File: config.mk
export PLATFORM = sky130hd
export DESIGN_NAME = ram_arbiter
export DESIGN_NICKNAME = d
export VERILOG_FILES = /design/src/rtl/ram_arb_pkg.sv /design/src/rtl/rd_return_pipe.sv /design/src/rtl/ram_arbiter.sv
export SDC_FILE = /design/constraint.sdc
export NUM_CORES = 1
export LEC_CHECK = 0
export ABC_AREA = 1
export ABC_CLOCK_PERIOD_IN_PS = 3050
export CORE_ASPECT_RATIO = 0.75
export CORE_MARGIN = 2
export CORE_UTILIZATION = 24
export DETAILED_ROUTE_END_ITERATION = 8
export GPL_TIMING_DRIVEN = 0
export PLACE_DENSITY = 0.88
export SETUP_SLACK_MARGIN = 0.2
export SLEW_MARGIN = 30
export SYNTH_ARGS = -nofsm -noshare
export SYNTH_HDL_FRONTEND = slang
export SYNTH_HIERARCHICAL = 1
export SYNTH_SLANG_ARGS = --single-unit
File: constraint.sdc
create_clock -name clock -period 3.05 [get_ports clock]
set_clock_uncertainty 0.15 [all_clocks]
set_input_delay 0.61 -clock clock [delete_from_list [all_inputs] [get_ports clock]]
set_output_delay 0.61 -clock clock [all_outputs]
set_load 0.02 [all_outputs]
File: src/rtl/ram_arb_pkg.sv
`default_nettype none
// ============================================================================
//  Module      : ram_arb_pkg
//  Description : Shared encodings and constants for the program/data RAM
//                arbiter and its read-return pipeline.
//  Revision    : 1.0 - initial release
// ============================================================================
package ram_arb_pkg;

    // Arbiter FSM states
    typedef enum logic [0:0] {
        SHARE  = 1'b0,
        LOCKED = 1'b1
    } arb_state_t;

    // Owner of a RAM access
    typedef enum logic [0:0] {
        OWN_CPU = 1'b0,
        OWN_DBG = 1'b1
    } owner_t;

    // Legal range of the RAM read latency
    localparam int c_RD_LAT_MIN = 1;
    localparam int c_RD_LAT_MAX = 3;

    // Forces an out-of-range latency parameter back into the supported range
    function automatic int clamp_rd_lat(input int lat);
        if (lat < c_RD_LAT_MIN) begin
            return c_RD_LAT_MIN;
        end else if (lat > c_RD_LAT_MAX) begin
            return c_RD_LAT_MAX;
        end
        return lat;
    endfunction

endpackage
`default_nettype wire

File: src/rtl/rd_return_pipe.sv
`default_nettype none
// ============================================================================
//  Module      : rd_return_pipe
//  Description : RD_LAT-deep {valid, owner} shift register that tracks granted
//                reads until the RAM data appears, then raises the owning
//                requester's rvalid.
//  Revision    : 1.0 - initial release
// ============================================================================
module rd_return_pipe
    import ram_arb_pkg::*;
#(
    parameter int RD_LAT = 1
) (
    input  logic   clock,
    input  logic   reset,
    input  logic   push_valid,
    input  owner_t push_owner,
    output logic   cpu_rvalid,
    output logic   dbg_rvalid
);

    localparam int c_DEPTH = clamp_rd_lat(RD_LAT);

    logic [c_DEPTH-1:0] r_valid;
    logic [c_DEPTH-1:0] r_owner;
    logic               w_out_valid;
    logic               w_out_dbg;

    if (c_DEPTH == 1) begin : g_single
        // Single stage: the entry pushed this cycle is presented next cycle
        always_ff @(posedge clock) begin
            if (reset) begin
                r_valid <= '0;
                r_owner <= '0;
            end else begin
                r_valid <= push_valid;
                r_owner <= push_owner;
            end
        end
    end else begin : g_multi
        // Multi stage: shift toward the output end once per cycle
        always_ff @(posedge clock) begin
            if (reset) begin
                r_valid <= '0;
                r_owner <= '0;
            end else begin
                r_valid <= {r_valid[c_DEPTH-2:0], push_valid};
                r_owner <= {r_owner[c_DEPTH-2:0], push_owner};
            end
        end
    end

    // Reset also masks the output so an entry sitting at the end of the pipe
    // in the first reset cycle never surfaces
    assign w_out_valid = r_valid[c_DEPTH-1] & ~reset;
    assign w_out_dbg   = r_owner[c_DEPTH-1];
    assign cpu_rvalid  = w_out_valid & ~w_out_dbg;
    assign dbg_rvalid  = w_out_valid &  w_out_dbg;

endmodule
`default_nettype wire

File: src/rtl/ram_arbiter.sv
`default_nettype none
// ============================================================================
//  Module      : ram_arbiter
//  Description : Shares the single-port program/data RAM between the core and
//                the debug/loader port: one access per cycle, round-robin in
//                normal operation, exclusive debug ownership while locked.
//  Revision    : 1.0 - initial release
// ============================================================================
module ram_arbiter
    import ram_arb_pkg::*;
#(
    parameter int AW     = 16,
    parameter int DW     = 16,
    parameter int RD_LAT = 1
) (
    input  logic          clock,
    input  logic          reset,
    // core port
    input  logic          cpu_req,
    input  logic          cpu_we,
    input  logic [AW-1:0] cpu_addr,
    input  logic [DW-1:0] cpu_wdata,
    output logic          cpu_gnt,
    output logic          cpu_rvalid,
    output logic [DW-1:0] cpu_rdata,
    output logic          cpu_stall,
    // debug/loader port
    input  logic          dbg_req,
    input  logic          dbg_we,
    input  logic [AW-1:0] dbg_addr,
    input  logic [DW-1:0] dbg_wdata,
    output logic          dbg_gnt,
    output logic          dbg_rvalid,
    output logic [DW-1:0] dbg_rdata,
    input  logic          dbg_lock,
    // RAM side
    output logic [AW-1:0] mem_address,
    output logic [DW-1:0] mem_data,
    output logic          mem_wren,
    input  logic [DW-1:0] mem_q
);

    arb_state_t r_state;
    owner_t     r_last_winner;
    logic       r_cpu_stall;

    logic       w_cpu_gnt;
    logic       w_dbg_gnt;
    logic       w_rd_push;
    owner_t     w_rd_owner;

    // Winner selection from requests, FSM state and the previous winner
    always_comb begin
        w_cpu_gnt = 1'b0;
        w_dbg_gnt = 1'b0;
        if (!reset) begin
            if (r_state == LOCKED) begin
                w_dbg_gnt = dbg_req;
            end else if (cpu_req && dbg_req) begin
                w_cpu_gnt = (r_last_winner == OWN_DBG);
                w_dbg_gnt = (r_last_winner == OWN_CPU);
            end else begin
                w_cpu_gnt = cpu_req;
                w_dbg_gnt = dbg_req;
            end
        end
    end

    assign cpu_gnt = w_cpu_gnt;
    assign dbg_gnt = w_dbg_gnt;

    // The core fields sit on the RAM bus whenever debug is not the winner,
    // which keeps the bus stable in idle cycles
    assign mem_address = w_dbg_gnt ? dbg_addr  : cpu_addr;
    assign mem_data    = w_dbg_gnt ? dbg_wdata : cpu_wdata;
    assign mem_wren    = (w_cpu_gnt & cpu_we) | (w_dbg_gnt & dbg_we);

    assign w_rd_push  = (w_cpu_gnt & ~cpu_we) | (w_dbg_gnt & ~dbg_we);
    assign w_rd_owner = w_dbg_gnt ? OWN_DBG : OWN_CPU;

    // Share/lock FSM with round-robin history and registered stall output
    always_ff @(posedge clock) begin
        if (reset) begin
            r_state       <= SHARE;
            r_last_winner <= OWN_DBG;
            r_cpu_stall   <= 1'b0;
        end else begin
            r_cpu_stall <= dbg_lock;
            if (r_state == SHARE) begin
                if (w_cpu_gnt) begin
                    r_last_winner <= OWN_CPU;
                end else if (w_dbg_gnt) begin
                    r_last_winner <= OWN_DBG;
                end
                if (dbg_lock) begin
                    r_state <= LOCKED;
                end
            end else begin
                // Debug owned the RAM, so the core gets the first turn after
                // unlock
                if (!dbg_lock) begin
                    r_state       <= SHARE;
                    r_last_winner <= OWN_DBG;
                end else if (w_dbg_gnt) begin
                    r_last_winner <= OWN_DBG;
                end
            end
        end
    end

    assign cpu_stall = r_cpu_stall;

    // RAM data goes to both ports; only rvalid says whose it is
    assign cpu_rdata = mem_q;
    assign dbg_rdata = mem_q;

    rd_return_pipe #(
        .RD_LAT (RD_LAT)
    ) u_rd_return_pipe (
        .clock      (clock),
        .reset      (reset),
        .push_valid (w_rd_push),
        .push_owner (w_rd_owner),
        .cpu_rvalid (cpu_rvalid),
        .dbg_rvalid (dbg_rvalid)
    );

endmodule
`default_nettype wire

# [Yosys cells after proc, flatten, opt, wreduce, memory -nomap -nowiden]
# Cells that the tools add are included.
[totals] mem_count=0 regBits=5 output_inout_bits=70 latch_bits=0 in_bits=87 rom_bits=0 ram_bits=0
[op_classes] n_bitwise=14 magnitude_cmp=0 n_mux=14 add_sub_neg=0 eq_ne=0 n_shift=0 div=0 n_reduce_logical=1 n_mul=0
[op_table] cell="$mux 16" count=2
[op_table] cell="$mux 1" count=12
[op_table] cell="$and 1x1->1" count=7
[op_table] cell="$not 1->1" count=5
[op_table] cell="$or 1x1->1" count=2
[op_table] cell="$logic_and 1x1->1" count=1

# [Depth between registers and ports, before layout]
[logic_depth] ltp_word=7 mapped_depth=8 ltp_nobuf=7

# [Cells and area by module]
# Netlist, hierarchy kept.
[modules_own_cells] module="ram_arbiter" area_per_inst_um2=877.1 seq_area_each_um2=40.0 n_inst=1 cells_per_inst=164
[modules_own_cells] module="rd_return_pipe" area_per_inst_um2=76.3 seq_area_each_um2=40.0 n_inst=1 cells_per_inst=11

# [Least setup slack after synthesis]
# Ideal clock, no wire load.
[synth_timing] path_kind="in2out" startpoint="input port reset" endpoint="output port mem_address[0]" path_buffers=1 path_slack_ns=1.080 arrival_time_ns=1.210 path_stages=6 path_cell_list="inv_2 nand2_2 inv_4 buf_2 nand3_1 nand2_1"
[synth_between] elab_chain_len=2
[synth_lines] item="start: declaration" line_no="ram_arbiter.sv:17" text="input logic reset,"
[synth_lines] item="$mux 1" line_no="ram_arbiter.sv:56" text="if (!reset) begin"
[synth_lines] item="$mux 16" line_no="ram_arbiter.sv:74" text="assign mem_address = w_dbg_gnt ? dbg_addr : cpu_addr;"
[synth_lines] item="end: declaration" line_no="ram_arbiter.sv:37" text="output logic [AW-1:0] mem_address,"
# Every way passes these cells.

# [Final worst setup path]
[layout_timing] startpoint="input port dbg_req" endpoint="output port mem_data[9]"
[layout_between] elab_chain_len=5
[layout_lines] item="start: declaration" line_no="ram_arbiter.sv:28" text="input logic dbg_req,"
[layout_lines] item="$logic_and 1x1->1" line_no="ram_arbiter.sv:59" text="end else if (cpu_req && dbg_req) begin"
[layout_lines] item="$mux 1" line_no="ram_arbiter.sv:59"
[layout_lines] item="$mux 1 (*)" line_no="ram_arbiter.sv:57" text="if (r_state == LOCKED) begin"
[layout_lines] item="$mux 1 (*)" line_no="ram_arbiter.sv:56"
[layout_lines] item="$mux 16 (*)" line_no="ram_arbiter.sv:75" text="assign mem_data = w_dbg_gnt ? dbg_wdata : cpu_wdata;"
[layout_lines] item="end: declaration" line_no="ram_arbiter.sv:38" text="output logic [DW-1:0] mem_data,"
# Every way passes the cells marked *; elsewhere a longest branch is shown, timed or not.

==> metrics.log <==
[metrics] status: finished clean
[metrics] RSZ-0062 raised after global routing: false
[metrics] Max Root-Sink Buffers: 2
[metrics] Post-Synthesis Cell Area: 953 um2
[metrics] clock tree from TritonCTS: yes
[metrics] class of the worst hold path: flip-flop to flip-flop
[metrics] Power Dens Cells: 231 nW/um2
[metrics] library cell occupying the most area in the post-synthesis netlist: nand2_1
[metrics] ordered cell list for the critical path: clkdlybuf4s50_1, nand2_2, inv_4, buf_2, nand3_1, nand2_1, dlygate4sd2_1
[metrics] Rel. slew slack: 83.0%
[metrics] synth top area cells: nand2_1, buf_4, nand3_1
[metrics] critical path data required time: 2.29 ns
[metrics] core area: 3730 um2
[metrics] standard-cell row count: 19
[metrics] warnings from Yosys: 6
[metrics] Final GP Congestion: 0.831
[metrics] Static Leak: 1.23 nW
[metrics] sort of element at the start of the critical path: input pin
[metrics] transition time at the pin with the least slew margin: 0.256 ns
[metrics] CP Buf/Inv Count: 4
[metrics] maximum single-stage delay on the critical path: 0.50 ns
[metrics] Tmin final: 2.78 ns
[metrics] mean cell area of the mapped netlist: 5.45 um2
[metrics] number of antenna violations at the first check in global routing: 0
[metrics] full die area: 4500 um2
[metrics] wire length of the first global-routing pass: 6350 um
[metrics] setup violation total in the final timing report: 0
[metrics] number of nets with antenna violations after detailed routing: 0
[metrics] layout cells sized above 1: 22.6%
[metrics] synthesized instance count: 175
[metrics] initial core utilization: 25.5%
[metrics] DRC viols: 0
[metrics] endpoint arrival time on the critical path: 2.02 ns
[metrics] grt total ovfl: 0
[metrics] maximum number of pins on one net before global-route repair: 11
[metrics] crit share post-route: 91.3%
[metrics] instance area after placement: 2420 um2
[metrics] count of distinct cell types in the synthesized netlist: 16
[metrics] CTS HTree Levels: 1
[metrics] Max Slew Vio Count: 0
[metrics] antenna diode instance count: 0
[metrics] detail-routed net length per standard cell: 11.6 um
[metrics] Max IR drop VDD: 0.110 mV
[metrics] CTS buffer count: 3
[metrics] number of fillers in the final layout: 361
[metrics] Die W: 76.8 um
[metrics] post-route cell area: 2350 um2
[metrics] worst setup path class: input pin to output port
[metrics] kind of end point of the critical path: output port
[metrics] number of global-route vias before repair: 1,470
[metrics] most common cell after layout, fill and taps aside: clkdlybuf4s50_1
[metrics] clock-pin slew on the worst setup and hold paths: 0.03 ns
[metrics] count of boundary I/O pins: 157
[metrics] die span in y: 58.6 um
[metrics] buffers inserted during post-CTS setup optimization: 0
[metrics] fraction of the yosys area taken by sequential cells: 8.40%
[metrics] number of vias per cell: 4.19
[metrics] number of hold violations in the final report: 0
[metrics] number of nets in the layout: 407
[metrics] area share of the largest cell type after synthesis: 27.6%
[metrics] total of flip-flops plus latches after synthesis: 4
[metrics] share of flip-flops with an asynchronous set or reset: 0%
[metrics] Fmax: 359 MHz
[metrics] core utilization of the finished layout: 63.1%
[metrics] number of enable flip-flop cells after synthesis: 0
[metrics] CP max FO: 10
[metrics] source-to-sink clock delay at the later pin of the worst-skew pair: 0.21 ns
[metrics] most frequent cells in the layout: clkdlybuf4s50_1, nand2_1, nand3_1
[metrics] count of vias placed by the detailed router: 1,549
[metrics] ys flop type: dfxtp_1
[metrics] half-perimeter wire length after detailed placement: 3760 um
[metrics] violation count after the first detailed-route iteration: 41
[metrics] CP delay by family, top: buffers and inverters
[metrics] number of buffer cells added on primary ports: 140
[metrics] first-pass iteration count of the detailed router: 4
[metrics] overall track demand over capacity in global routing: 17.5%
[metrics] Synthesized Nets: 262
[metrics] Layout area overhead: 147%
[metrics] root buf cell: clkbuf_8
[metrics] slowest stage cell on the critical path: clkdlybuf4s50_1
[metrics] number of violations of the max-capacitance limit: 0
[metrics] CTS sink count: 4
[metrics] Total Wirelength: 4310 um
-- synth_stat cells, types with 2 or more instances --
master,number
buf_6,3
inv_2,2
buf_4,32
buf_2,6
nand3_1,34
inv_1,9
nand2_2,2
nor2_1,6
nand2_1,70
nand4_1,2
dfxtp_1,4
-- metal layers --
layer / global-route usage, % / up-vias / routed length (um)
met3: 3.83 / 8 / 299
met4: 7.01 / 0 / 81
li1: - / 802 / -
met2: 34.8 / 68 / 2270
met5: 0 / - / 0
met1: 18.1 / 671 / 1660
-- worst reg2reg max path, cell delays in order, from the launching register on --
cell and delay [ns]:
dfxtp_1 0.33, inv_1 0.10, nand3_4 0.13, nand2_4 0.14
buf_6 0.14, inv_1 0.05, inv_1 0.05, nor2_1 0.04
-- kinds of logic (layout without fill, tap and decap cells) --
group           Yosys count  after routing  share of synthesized area (%)
compound gates            1              1                          0.524
buf+inv                  53            196                           36.9
flops                     4              4                           8.40
simple gates            117            117                           54.2
-- registers in the layout (all words and copies together) (netlist names) --
signal and count:
u_rd_return_pipe/r_valid 1, u_rd_return_pipe/r_owner 1, r_last_winner 1, r_state 1
-- power breakdown --
group | leakage [nW] | switching (mW) | total (mW) | internal (mW)
sequential | 0.0329 | 0.00200 | 0.0572 | 0.0552
clock | 0.0216 | 0.0252 | 0.109 | 0.0840
combinational | 1.18 | 0.175 | 0.377 | 0.202
total | 1.23 | 0.202 | 0.544 | 0.341
-- metrics by stage --
stage,TNS (ns),instances,hold WS (ns),setup slack (ns),power [mW]
after CTS,0,370,0.403,0.200,0.556
after global routing,0,370,0.436,0.202,0.575
after floorplan,0,175,0.410,1.08,0.243
final,0,370,0.402,0.266,0.544
after detailed placement,-4.15,367,0.386,-0.166,0.469
after global placement,-3.96,367,0.376,-0.147,0.463
-- path summary, 6_finish.rpt --
path | endpoint | from | cells past startpoint | slack [ns]
hold reg to reg | r_last_winner | r_state | 2 | 0.40
setup reg to reg | u_rd_return_pipe/r_owner | r_state | 7 | 1.81
hold / removal | r_last_winner | r_state | 2 | 0.40
setup / recovery | mem_data[9] | dbg_req | 7 | 0.27
-- area by class of cell --
class                           instances  area [um2]  share of cell area, %
Timing Repair Buffer                  140        1290                   54.9
Multi-Input combinational cell        118         522                   22.2
Buffer                                 41         307                   13.0
Sequential cell                         4        80.1                   3.40
Tap cell                               52        65.1                   2.76
Inverter                               12        47.5                   2.02
Clock buffer                            3        41.3                   1.75
-- repair_timing --
action | in CTS | in global routing
gates resized for setup | 45 | 40
hold buffers | 0 | 0
endpoints found under the setup margin | 35 | 31
(Power assumes the default switching activity.)
